--- src/rtl/cnn_pkg.sv ---
// cnn_pkg: shared tag codes, framer states and IF word type (rev 1.0)
`default_nettype none

package cnn_pkg;

  localparam int PIXEL_W = 16;

  localparam logic [1:0] TAG_START  = 2'b10;
  localparam logic [1:0] TAG_END    = 2'b01;
  localparam logic [1:0] TAG_MID    = 2'b00;
  localparam logic [1:0] TAG_SINGLE = 2'b11;

  typedef enum logic [1:0] {
    IDLE  = 2'd0,
    RUN   = 2'd1,
    DRAIN = 2'd2,
    DONE  = 2'd3
  } state_t;

  typedef logic [PIXEL_W+1:0] if_word_t;

  // A one-pixel row is both first and last, which yields TAG_SINGLE.
  function automatic logic [1:0] frame_tag(input logic first, input logic last);
    case ({first, last})
      2'b11:   frame_tag = TAG_SINGLE;
      2'b10:   frame_tag = TAG_START;
      2'b01:   frame_tag = TAG_END;
      default: frame_tag = TAG_MID;
    endcase
  endfunction

endpackage

`default_nettype wire

--- src/rtl/if_out_reg.sv ---
// if_out_reg: one-entry output holding register draining into a FIFO under full backpressure (rev 1.0)
`default_nettype none

module if_out_reg #(
  parameter int W = 18
) (
  input  logic         clk,
  input  logic         rst,
  input  logic         load,
  input  logic [W-1:0] load_word,
  input  logic         full,
  output logic         wen,
  output logic [W-1:0] dout,
  output logic         valid,
  output logic         can_load
);

  logic [W-1:0] word;

  assign wen      = valid && !full;
  assign dout     = word;
  // Loading while the held word drains keeps one word per cycle with no bubble.
  assign can_load = !valid || !full;

  always_ff @(posedge clk) begin
    if (rst) begin
      valid <= 1'b0;
      word  <= '0;
    end else if (load) begin
      valid <= 1'b1;
      word  <= load_word;
    end else if (wen) begin
      valid <= 1'b0;
    end
  end

endmodule

`default_nettype wire

--- src/rtl/ifmap_row_framer.sv ---
// ifmap_row_framer: tags a raw pixel stream with row start/end framing for the IF FIFO (rev 1.0)
`default_nettype none

module ifmap_row_framer
  import cnn_pkg::*;
#(
  parameter int IF_SCRATCH_WIDTH = PIXEL_W,
  parameter int ROW_LEN_W        = 6,
  parameter int ROW_CNT_W        = 6
) (
  input  logic                        clk,
  input  logic                        rst,
  input  logic                        start,
  input  logic [ROW_LEN_W-1:0]        row_len,
  input  logic [ROW_CNT_W-1:0]        num_rows,
  input  logic                        in_valid,
  input  logic [IF_SCRATCH_WIDTH-1:0] in_data,
  output logic                        in_ready,
  input  logic                        IF_full,
  output logic                        IF_wen,
  output logic [IF_SCRATCH_WIDTH+1:0] IF_din,
  output logic                        busy,
  output logic                        done
);

  state_t                      state, state_nxt;
  logic [ROW_LEN_W-1:0]        row_len_q, col;
  logic [ROW_CNT_W-1:0]        num_rows_q, row;
  logic                        col_last, row_last, xfer;
  logic                        out_valid, can_load;
  logic [IF_SCRATCH_WIDTH+1:0] load_word;

  assign col_last  = (col == row_len_q - ROW_LEN_W'(1));
  assign row_last  = (row == num_rows_q - ROW_CNT_W'(1));
  assign xfer      = in_valid && in_ready;
  assign load_word = {frame_tag(col == '0, col_last), in_data};

  if_out_reg #(
    .W (IF_SCRATCH_WIDTH + 2)
  ) u_out_reg (
    .clk       (clk),
    .rst       (rst),
    .load      (xfer),
    .load_word (load_word),
    .full      (IF_full),
    .wen       (IF_wen),
    .dout      (IF_din),
    .valid     (out_valid),
    .can_load  (can_load)
  );

  always_ff @(posedge clk) begin
    if (rst) begin
      state <= IDLE;
    end else begin
      state <= state_nxt;
    end
  end

  always_comb begin
    state_nxt = state;
    case (state)
      IDLE:    if (start) state_nxt = (row_len == '0 || num_rows == '0) ? DONE : RUN;
      RUN:     if (xfer && col_last && row_last) state_nxt = DRAIN;
      DRAIN:   if (IF_wen) state_nxt = DONE;
      DONE:    state_nxt = IDLE;
      default: state_nxt = IDLE;
    endcase
  end

  always_comb begin
    in_ready = (state == RUN) && can_load;
    busy     = (state == RUN) || (state == DRAIN);
    done     = (state == DONE);
  end

  // Config is captured only at an accepted start so mid-frame changes are inert.
  always_ff @(posedge clk) begin
    if (rst) begin
      row_len_q  <= '0;
      num_rows_q <= '0;
      col        <= '0;
      row        <= '0;
    end else if (state == IDLE && start) begin
      row_len_q  <= row_len;
      num_rows_q <= num_rows;
      col        <= '0;
      row        <= '0;
    end else if (xfer) begin
      if (col_last) begin
        col <= '0;
        row <= row_last ? '0 : row + ROW_CNT_W'(1);
      end else begin
        col <= col + ROW_LEN_W'(1);
      end
    end
  end

endmodule

`default_nettype wire
--- config.mk ---
export PLATFORM = sky130hd
export DESIGN_NAME = ifmap_row_framer
export DESIGN_NICKNAME = d
export VERILOG_FILES = /design/src/rtl/cnn_pkg.sv /design/src/rtl/if_out_reg.sv /design/src/rtl/ifmap_row_framer.sv
export SDC_FILE = /design/constraint.sdc
export NUM_CORES = 1
export LEC_CHECK = 0
export ABC_AREA = 1
export ABC_CLOCK_PERIOD_IN_PS = 2450
export CAP_MARGIN = 20
export CORE_UTILIZATION = 49
export CTS_BUF_LIST = sky130_fd_sc_hd__clkbuf_16
export CTS_CLUSTER_DIAMETER = 200
export DETAILED_ROUTE_END_ITERATION = 10
export HOLD_SLACK_MARGIN = 0.03
export PLACE_DENSITY = 0.82
export SLEW_MARGIN = 30
export SYNTH_ARGS = -nofsm -noshare
export SYNTH_HDL_FRONTEND = slang
export SYNTH_SLANG_ARGS = --single-unit
--- constraint.sdc ---
create_clock -name clk -period 2.45 [get_ports clk]
set_clock_uncertainty 0.2 [all_clocks]
set_input_delay 0.245 -clock clk [delete_from_list [all_inputs] [get_ports clk]]
set_output_delay 0.245 -clock clk [all_outputs]
set_load 0.1 [all_outputs]
==> results of run 1 <==
worst paths after layout:
check	endpoint	slack, ns	cells past startpoint
max	state[1]$_SDFFE_PP0P_	0.35	13
min	u_out_reg.dout[15]$_SDFFE_PP0P_	0.27	2
max reg2reg	state[1]$_SDFFE_PP0P_	0.35	13
min reg2reg	u_out_reg.dout[15]$_SDFFE_PP0P_	0.27	2
through the flow:
stage | hold WS (ns) | util (%) | area (um^2) | instances
CTS | 0.2692 | 68.69 | 3012 | 431
global route | 0.2835 | 68.69 | 3012 | 431
finish | 0.2650 | 68.69 | 3012 | 431
floorplan | 0.1897 | - | 2260 | 321
global placement | 0.2532 | 64.35 | 2821 | 423
detailed placement | 0.2594 | 64.35 | 2821 | 423
state kept, by name (all words and copies together), names as in the netlist:
register and cells:
u_out_reg.valid 1, u_out_reg.dout 18, state 2, row_len_q 6, num_rows_q 6, row 6, col 6
kinds of logic after synthesis:
kind of cell               after synthesis  share of synthesized area (%)
AOI/OAI and AO/OA                       50                          11.52
xor gates and xnor gates                13                          5.039
adders and majority gates               10                          5.537
buffers and inverters                   46                          7.696
DFF                                     45                          39.87
and+or+nand+nor                        157                          30.34
routing by layer:
metal	vias to the layer above	global-route usage [%]	wire, um
met1	951	27.76	2423
met2	53	35.36	2366
met3	5	5.195	258
met4	0	8.889	64
met5	-	0	0
li1	1141	-	-
worst max-delay path, stage by stage (launching register included):
cell     delay [ns]
dfxtp_1        0.36
inv_1          0.11
ha_1           0.31
xor2_1         0.16
nand2_1        0.07
nor2_1         0.11
nand3_1        0.09
nor2_2         0.21
nand2_4        0.07
nand2_2        0.07
nand3_2        0.08
nand2_1        0.07
nand2_1        0.05
nor2_1         0.09
Yosys cell counts (2+ instances only):
master	n	area share (%)
nand4_1	4	1.1
nand3_2	2	0.89
nand3b_1	2	0.66
nor4_1	4	1.1
dfxtp_1	45	40
inv_2	7	1.2
inv_1	30	5.0
nand3_1	14	3.1
xor2_1	11	4.3
a21oi_1	32	7.1
ha_1	10	5.5
nand2_1	95	16
nor2_1	30	5.0
nor2_2	2	0.55
nand2_4	2	1.0
xnor2_1	2	0.78
clkbuf_1	6	1.0
o21ai_0	14	3.1
final cells by class:
class	count	area, um^2	area share, %
repair buffers	58	528.0	17.53
flip-flops and latches	45	900.9	29.91
clock buffers	5	125.1	4.155
clock inverters	3	65.06	2.160
well taps	52	65.06	2.160
multi-input cells	230	1185	39.34
inverters	38	142.6	4.736
power by group:
group          switching [uW]  internal, uW  leakage (uW)
clock                     285           582     0.0000938
combinational             972           415      0.000918
sequential               82.0           845      0.000367
total                    1340          1840       0.00138
==> flow_summary.toml, run 1 <==
[detailed_routing]
via_per_inst = 4.988
num_vias = 2150
drtPass1Iterations = 5
wl_um = 5113
drtAntennaViolNets = 0
wl_per_cell_um = 11.86
drcViolationCount = 0
dr.first_iter.drc_count = 102

[critical_path]
startpoint = "num_rows_q[0]$_SDFFE_PP0P_"
crit_fanout = 5
start_kind = "flip-flop"
arrival_ns = 2.13
r2r-start = "num_rows_q[0]$_SDFFE_PP0P_"
crit_path_end_kind = "flip-flop"
worstPathRequired_ns = 2.48
critPathKind = "reg -> reg"

[synthesis]
ys_seq_area_share_pct = 39.87
synth_edf_count = 0
synth_top_flop_cell = "dfxtp_1"
syn_avg_cell_area_um2 = 7.039
syn_nets = 364
async_reset_ff_share_pct = 0
synthCells = 321
ys_ff_latch = 45
yosys_warnings = 0
netlist_area_um2 = 2260
ys_types = 27

[global_routing]
grt_pass1_vias = 1956
grt_usage_pct = 21.78
grt_max_degree = 23
grt_first_pass_wirelength_um = 8487
grt.overflow.total = 0
antenna_found_initial = 0

[place]
port_buffers = 54
dp_slack_ns = 0.3887
dpl.hpwl_um = 3720
gp_congestion = 0.7924

[layout]
area_growth_syn_to_layout_pct = 33.28
nets = 421
drive_gt1_share_pct = 13.19
final_cell_mix = "nand2_1 (95), dfxtp_1 (45), a21oi_1 (32), clkdlybuf4s50_1 (32)"
diodes = 0
layout_commonest_cell = "nand2_1"
n_fill_cell = 384

[clocking]
worst_skew_pair.late_latency_ns = 0.29
numCtsBuffers = 5
cts_resized = 0
post_cts_buffers = 0
holdBufCountCts = 0
htree_num_levels = 2
cts_sinks = 45
cts_buffer_depth = 2
path_clk_slew_ns = 0.06
cts_tree = "done"
clock-root-buffer = "clkbuf_16"

[timing]
fin_ws_ns = 0.3466
setup_tns_ns = 0
fmax_mhz = 475.4
fin_crit_ns = 2.103
worst_pin_slew_ns = 0.4793
fin_crit_sh_pct = 85.85
rsz0062_at_grt = "false"
drv_slew = 0
setup_viol = 0
maxSlewHeadroom_pct = 67.75
hold_viol = 0

[floorplan]
die-area_um2 = 4887
core-area_um2 = 4384
start_util_pct = 51.54
chipWidth_um = 69.91
fp.dieH_um = 69.91
num_rows = 24
io_pins = 55

[status]
status = "finished clean"

[pwr]
power_leakage_uw = 0.001378
power_uw = 3183
irDropWorstVdd_v = 0.0006589
cellPowerDensity_nw_per_um2 = 1057

[worst_hold_path]
hp-class = "reg -> reg"
hold_path_startpoint = "u_out_reg.dout[15]$_SDFFE_PP0P_"

[job]
maxCapViolCount = 0
(Power assumes the default switching activity.)
==> run 2, diff against run 1 <==
ABC_CLOCK_PERIOD_IN_PS = 2250   (was 2450)
PLACE_DENSITY = 0.79   (was 0.82)
clock period = 2.25 ns   (was 2.45 ns; I/O delays follow)
==> flow_summary.toml, run 2 (synthesized netlist as in run 1, its figures left out) <==
[timing]
worst_pin_slew_ns = 0.5160
rsz0062_at_grt = "false"
drv_slew = 0
maxSlewHeadroom_pct = 65.28
fin_crit_sh_pct = 93.67
fmax_mhz = 474.5
hold_viol = 0
setup_viol = 0
worst_hold_slack_ns = 0.2669
fin_crit_ns = 2.108
setup_tns_ns = 0

[critical_path]
arrival_ns = 2.08
worstPathRequired_ns = 2.22
path_cells = "inv_2 > ha_1 > inv_1 > nand2_1 > nand2_1 > nand2_1 > nor2_1 > nand2_1 > inv_2 > nand2_4 > nor2_8 > nand2_1 > o31ai_1"
critPathKind = "reg -> reg"
reg2regPathDepth = 13
crit_slowest_cell = "dfxtp_2"
crit_fanout = 8
worst_path_most_repeated_cell = "nand2_1"
start_kind = "flip-flop"
slowest_delay_ns = 0.33
crit_path_end_kind = "flip-flop"

[global_routing]
use_met2_pct = 41.67
met3_usage_pct = 6.205
gr-usage-met1_pct = 28.95
antenna_found_initial = 0
grt_usage_pct = 24.06
grt_first_pass_wirelength_um = 9446
grt_pass1_vias = 2156
grt.overflow.total = 0
grt.busiest_layer = "met2"
grt_max_degree = 23

[status]
status = "finished clean"

[detailed_routing]
num_vias = 2212
drtAntennaViolNets = 0
dr.first_iter.drc_count = 138
drcViolationCount = 0
wl_um = 5519
wl_per_cell_um = 12.72
via_per_inst = 5.097
drtPass1Iterations = 4

[pwr]
cellPowerDensity_nw_per_um2 = 1134
irDropWorstVdd_v = 0.0006993
power_uw = 3458
power_leakage_uw = 0.001385

[clocking]
clock-root-buffer = "clkbuf_16"
worst_skew_pair.late_latency_ns = 0.29
holdBufCountCts = 0
numCtsBuffers = 5
cts_sinks = 45
htree_num_levels = 2
path_clk_slew_ns = 0.07
cts_tree = "done"
cts_buffer_depth = 2

[layout]
area_growth_syn_to_layout_pct = 34.94
final_cell_mix = "nand2_1 (95), dfxtp_1 (44), a21oi_1 (32), clkdlybuf4s50_1 (32)"
fin_area_um2 = 3049
multi_input_area_um2 = 1192
drive_gt1_share_pct = 14.66
fin_cells = 434
layout_commonest_cell = "nand2_1"
ff_latch_area_um2 = 902.1
largest_reg_flops = 18
n_fill_cell = 359
nets = 424
diodes = 0

[worst_hold_path]
hp-class = "reg -> reg"
hold_depth = 2

[floorplan]
fp.dieH_um = 69.91
die-area_um2 = 4887
chipWidth_um = 69.91
core-area_um2 = 4384
start_util_pct = 51.54
io_pins = 55
num_rows = 24

[job]
maxCapViolCount = 0

[place]
post-place-cells = 424
place_area_um2 = 2856
port_buffers = 54
gp_congestion = 0.8499
dpl.hpwl_um = 3933
## run 2: cell types whose count changed in the layout (fill, tap and decap cells not counted), sizes merged
cell      previous run  this run
clkinvlp             0         1
buf                 26        29
bufinv               2         1
## run 2: worst paths after layout
path,startpoint,endpoint,slack (ns)
setup / recovery,row_len_q[0]$_SDFFE_PP0P_,row[1]$_SDFFE_PP0P_,0.14
hold reg to reg,u_out_reg.dout[9]$_SDFFE_PP0P_,u_out_reg.dout[9]$_SDFFE_PP0P_,0.27
setup reg to reg,row_len_q[0]$_SDFFE_PP0P_,row[1]$_SDFFE_PP0P_,0.14
hold / removal,u_out_reg.dout[9]$_SDFFE_PP0P_,u_out_reg.dout[9]$_SDFFE_PP0P_,0.27
## run 2: final cells by class
type	count	area share [%]
multi-input cells	230	39.11
flip-flops and latches	45	29.59
repair buffers	61	18.88
inverters	38	4.678
clock buffers	5	4.103
well taps	52	2.134
clock inverters	3	1.518
## run 2: what timing repair did
action | 4_1_cts | 5_1_grt
setup endpoints to repair | 0 | 1
buffers inserted | 0 | 2
gates resized for setup | 0 | 3
## run 2: power by group
group | switching [uW] | internal (uW) | total (uW) | leakage (uW)
clock | 321 | 526 | 846 | 0.0000800
sequential | 92.1 | 921 | 1010 | 0.000367
combinational | 1100 | 499 | 1600 | 0.000938
total | 1510 | 1950 | 3460 | 0.00139
## run 2: per-layer routing
layer,part of all wire (%),vias up,wire length [um]
li1,-,1135,-
met1,44,1004,2417
met2,48,61,2674
met3,5.9,12,326
met4,1.8,0,101
met5,0,-,0
## run 2: critical path: cells and delay by family, from the launching register on
family	cells	cell delay, ns
and+or+nand+nor	8	0.66
DFF	1	0.33
buffers and inverters	3	0.19
adders and majority gates	1	0.30
AOI/OAI and AO/OA	1	0.30
## run 2: stage by stage
| step | utilization, % | setup WS, ns |
|---|---|---|
| 3_3_place_gp | 65.15 | 0.2713 |
| 4_1_cts | 69.06 | 0.1234 |
| 3_5_place_dp | 65.15 | 0.1797 |
| 6_report | 69.55 | 0.1424 |
| 5_1_grt | 69.55 | 0.002636 |
| 2_1_floorplan | - | 0.2184 |
==> run 3, diff against run 2 <==
CORE_UTILIZATION = 62   (was 49)
DONT_BUFFER_PORTS = 1   (was unset)
PLACE_DENSITY = 0.78   (was 0.79)
==> flow_summary.toml, run 3 (synthesized netlist as in run 1, its figures left out) <==
[detailed_routing]
drcViolationCount = 0
num_vias = 2550
wl_per_cell_um = 18.40
wl_um = 7839
via_per_inst = 5.986
dr.first_iter.drc_count = 303
drtAntennaViolNets = 0
drtPass1Iterations = 5

[critical_path]
slowest_delay_ns = 0.34
crit_path_end_kind = "flip-flop"
crit_path_end = "state[1]$_SDFFE_PP0P_"
cp_num_buf_inv = 2
crit_fanout = 6
worstPathRequired_ns = 2.28
timing.rr.end = "state[1]$_SDFFE_PP0P_"
rrSetupSlack_ns = -0.07
path_cells = "inv_1 > ha_4 > nand3_2 > nor2_1 > nand2_1 > inv_2 > nand2_4 > nor2_8 > nand2_4 > nand2_2 > nand3_4 > nand2_2 > nand2_1 > nor2_1"
crit_family = "simple AND/OR/NAND/NOR gates"
r2r-start = "state[1]$_SDFFE_PP0P_"
critPathKind = "reg -> reg"
start_kind = "flip-flop"
reg2regPathDepth = 14
startpoint = "state[1]$_SDFFE_PP0P_"
crit_slowest_cell = "dfxtp_1"
arrival_ns = 2.35
path_depth = 14

[place]
port_buffers = 0
gp_congestion = 0.8522
post-place-cells = 385
dpl.hpwl_um = 3460

[timing]
setup_viol = 4
worst_hold_slack_ns = 0.07357
fin_crit_sh_pct = 103.3
fin_ws_ns = -0.07440
fin_crit_ns = 2.324
worst_pin_slew_ns = 0.7680
hold_viol = 0
fmax_mhz = 430.2
setup_tns_ns = -0.2593
drv_slew = 0
maxSlewHeadroom_pct = 48.63

[status]
violations = "setup timing"
status = "finished with violations"

[pwr]
irDropWorstVdd_v = 0.001174
power_leakage_uw = 0.001375
cellPowerDensity_nw_per_um2 = 1157

[clocking]
path_clk_slew_ns = 0.07
worst_skew_pair.late_latency_ns = 0.30
cts_buffer_depth = 2
clock-root-buffer = "clkbuf_16"
cts_tree = "done"
cts_sinks = 45
numCtsBuffers = 5
htree_num_levels = 2

[floorplan]
io_pins = 55
fp.dieH_um = 62.37
chipWidth_um = 62.37
die-area_um2 = 3890
start_util_pct = 66.15
core-area_um2 = 3416
num_rows = 21

[global_routing]
grt_max_degree = 23
grt.overflow.total = 0
antenna_found_initial = 0
grt_usage_pct = 35.63
grt_first_pass_wirelength_um = 10690
grt_pass1_vias = 2364

[layout]
diodes = 0
layout_commonest_cell = "nand2_1"
largest_reg_flops = 18
multi_input_area_um2 = 1239
drive_gt1_share_pct = 17.37
nets = 422
fin_cells = 426
final_cell_mix = "nand2_1 (94), dfxtp_1 (41), a21oi_1 (32)"
area_growth_syn_to_layout_pct = 33.28
ff_latch_area_um2 = 905.9
n_fill_cell = 175

[worst_hold_path]
hold_path_startpoint = "start"
hp-class = "in -> reg"

[job]
maxCapViolCount = 0
run 3: cell types whose count changed in the layout (fill, tap and decap cells not counted), moves of 2 or more:
cell	before	now
ha_1	10	7
dfxtp_2	1	4
ha_4	0	2
dfxtp_1	44	41
buf_4	26	29
buf_12	3	0
dlygate4sd3_1	0	29
clkdlybuf4s50_1	32	0
inv_6	0	2
run 3: cell type report:
| cell class | instances | area share (%) |
|---|---|---|
| Tap cell | 46 | 1.911 |
| Sequential cell | 45 | 30.08 |
| Timing Repair Buffer | 59 | 17.03 |
| Multi-Input combinational cell | 230 | 41.13 |
| Clock buffer | 5 | 4.155 |
| Clock inverter | 3 | 0.9555 |
| Inverter | 38 | 4.736 |
run 3: worst min path at each step:
| stage | end | slack [ns] | cells past startpoint |
|---|---|---|---|
| final | num_rows_q[5]$_SDFFE_PP0P_ | 0.07 | 4 |
| after global routing | row_len_q[5]$_SDFFE_PP0P_ | 0.13 | 4 |
| after CTS | u_out_reg.valid$_SDFFE_PP0P_ | 0.05 | 4 |
| after detailed placement | u_out_reg.dout[14]$_SDFFE_PP0P_ | 0.1 | 1 |
| after global placement | u_out_reg.dout[9]$_SDFFE_PP0P_ | 0.1 | 1 |
| after floorplan | u_out_reg.dout[0]$_SDFFE_PP0P_ | 0.17 | 2 |
run 3: what timing repair did:
| item | 4_1_cts | 5_1_grt |
|---|---|---|
| endpoints found under the hold margin | 36 | 0 |
| setup endpoints to repair | 0 | 3 |
| hold buffers | 29 | 0 |
| resized for setup | 0 | 13 |
| buffers inserted | 0 | 4 |
run 3: metal layers:
layer	global-route usage, %	part of all wire [%]	wire, um	vias up
met4	16.28	6.6	517	0
li1	-	-	-	1136
met1	38.50	36	2812	1152
met3	10.04	10	816	64
met2	64.15	47	3692	198
met5	0	0	0	-
run 3: stage by stage:
stage | power (uW) | utilization [%] | cell area, um^2 | worst slack, ns
detailed placement | 2443 | 72.78 | 2486 | 0.2289
finish | 3483 | 88.17 | 3012 | -0.07440
global placement | 2417 | 72.78 | 2486 | 0.2437
floorplan | 2188 | - | 2262 | 0.2184
CTS | 3272 | 85.79 | 2930 | 0.07160
global route | 3623 | 88.17 | 3012 | -0.3401
run 3: where the power goes:
| group | switching, uW | internal, uW | leakage (uW) |
|---|---|---|---|
| logic | 1210 | 462 | 0.000930 |
| registers | 98.4 | 924 | 0.000368 |
| clock network | 365 | 428 | 0.0000767 |
run 3: tightest hold or removal path, stage by stage:
cell and delay [ns]:
nand2_1 0.07, inv_1 0.09, nor2_1 0.09, nor2_1 0.05
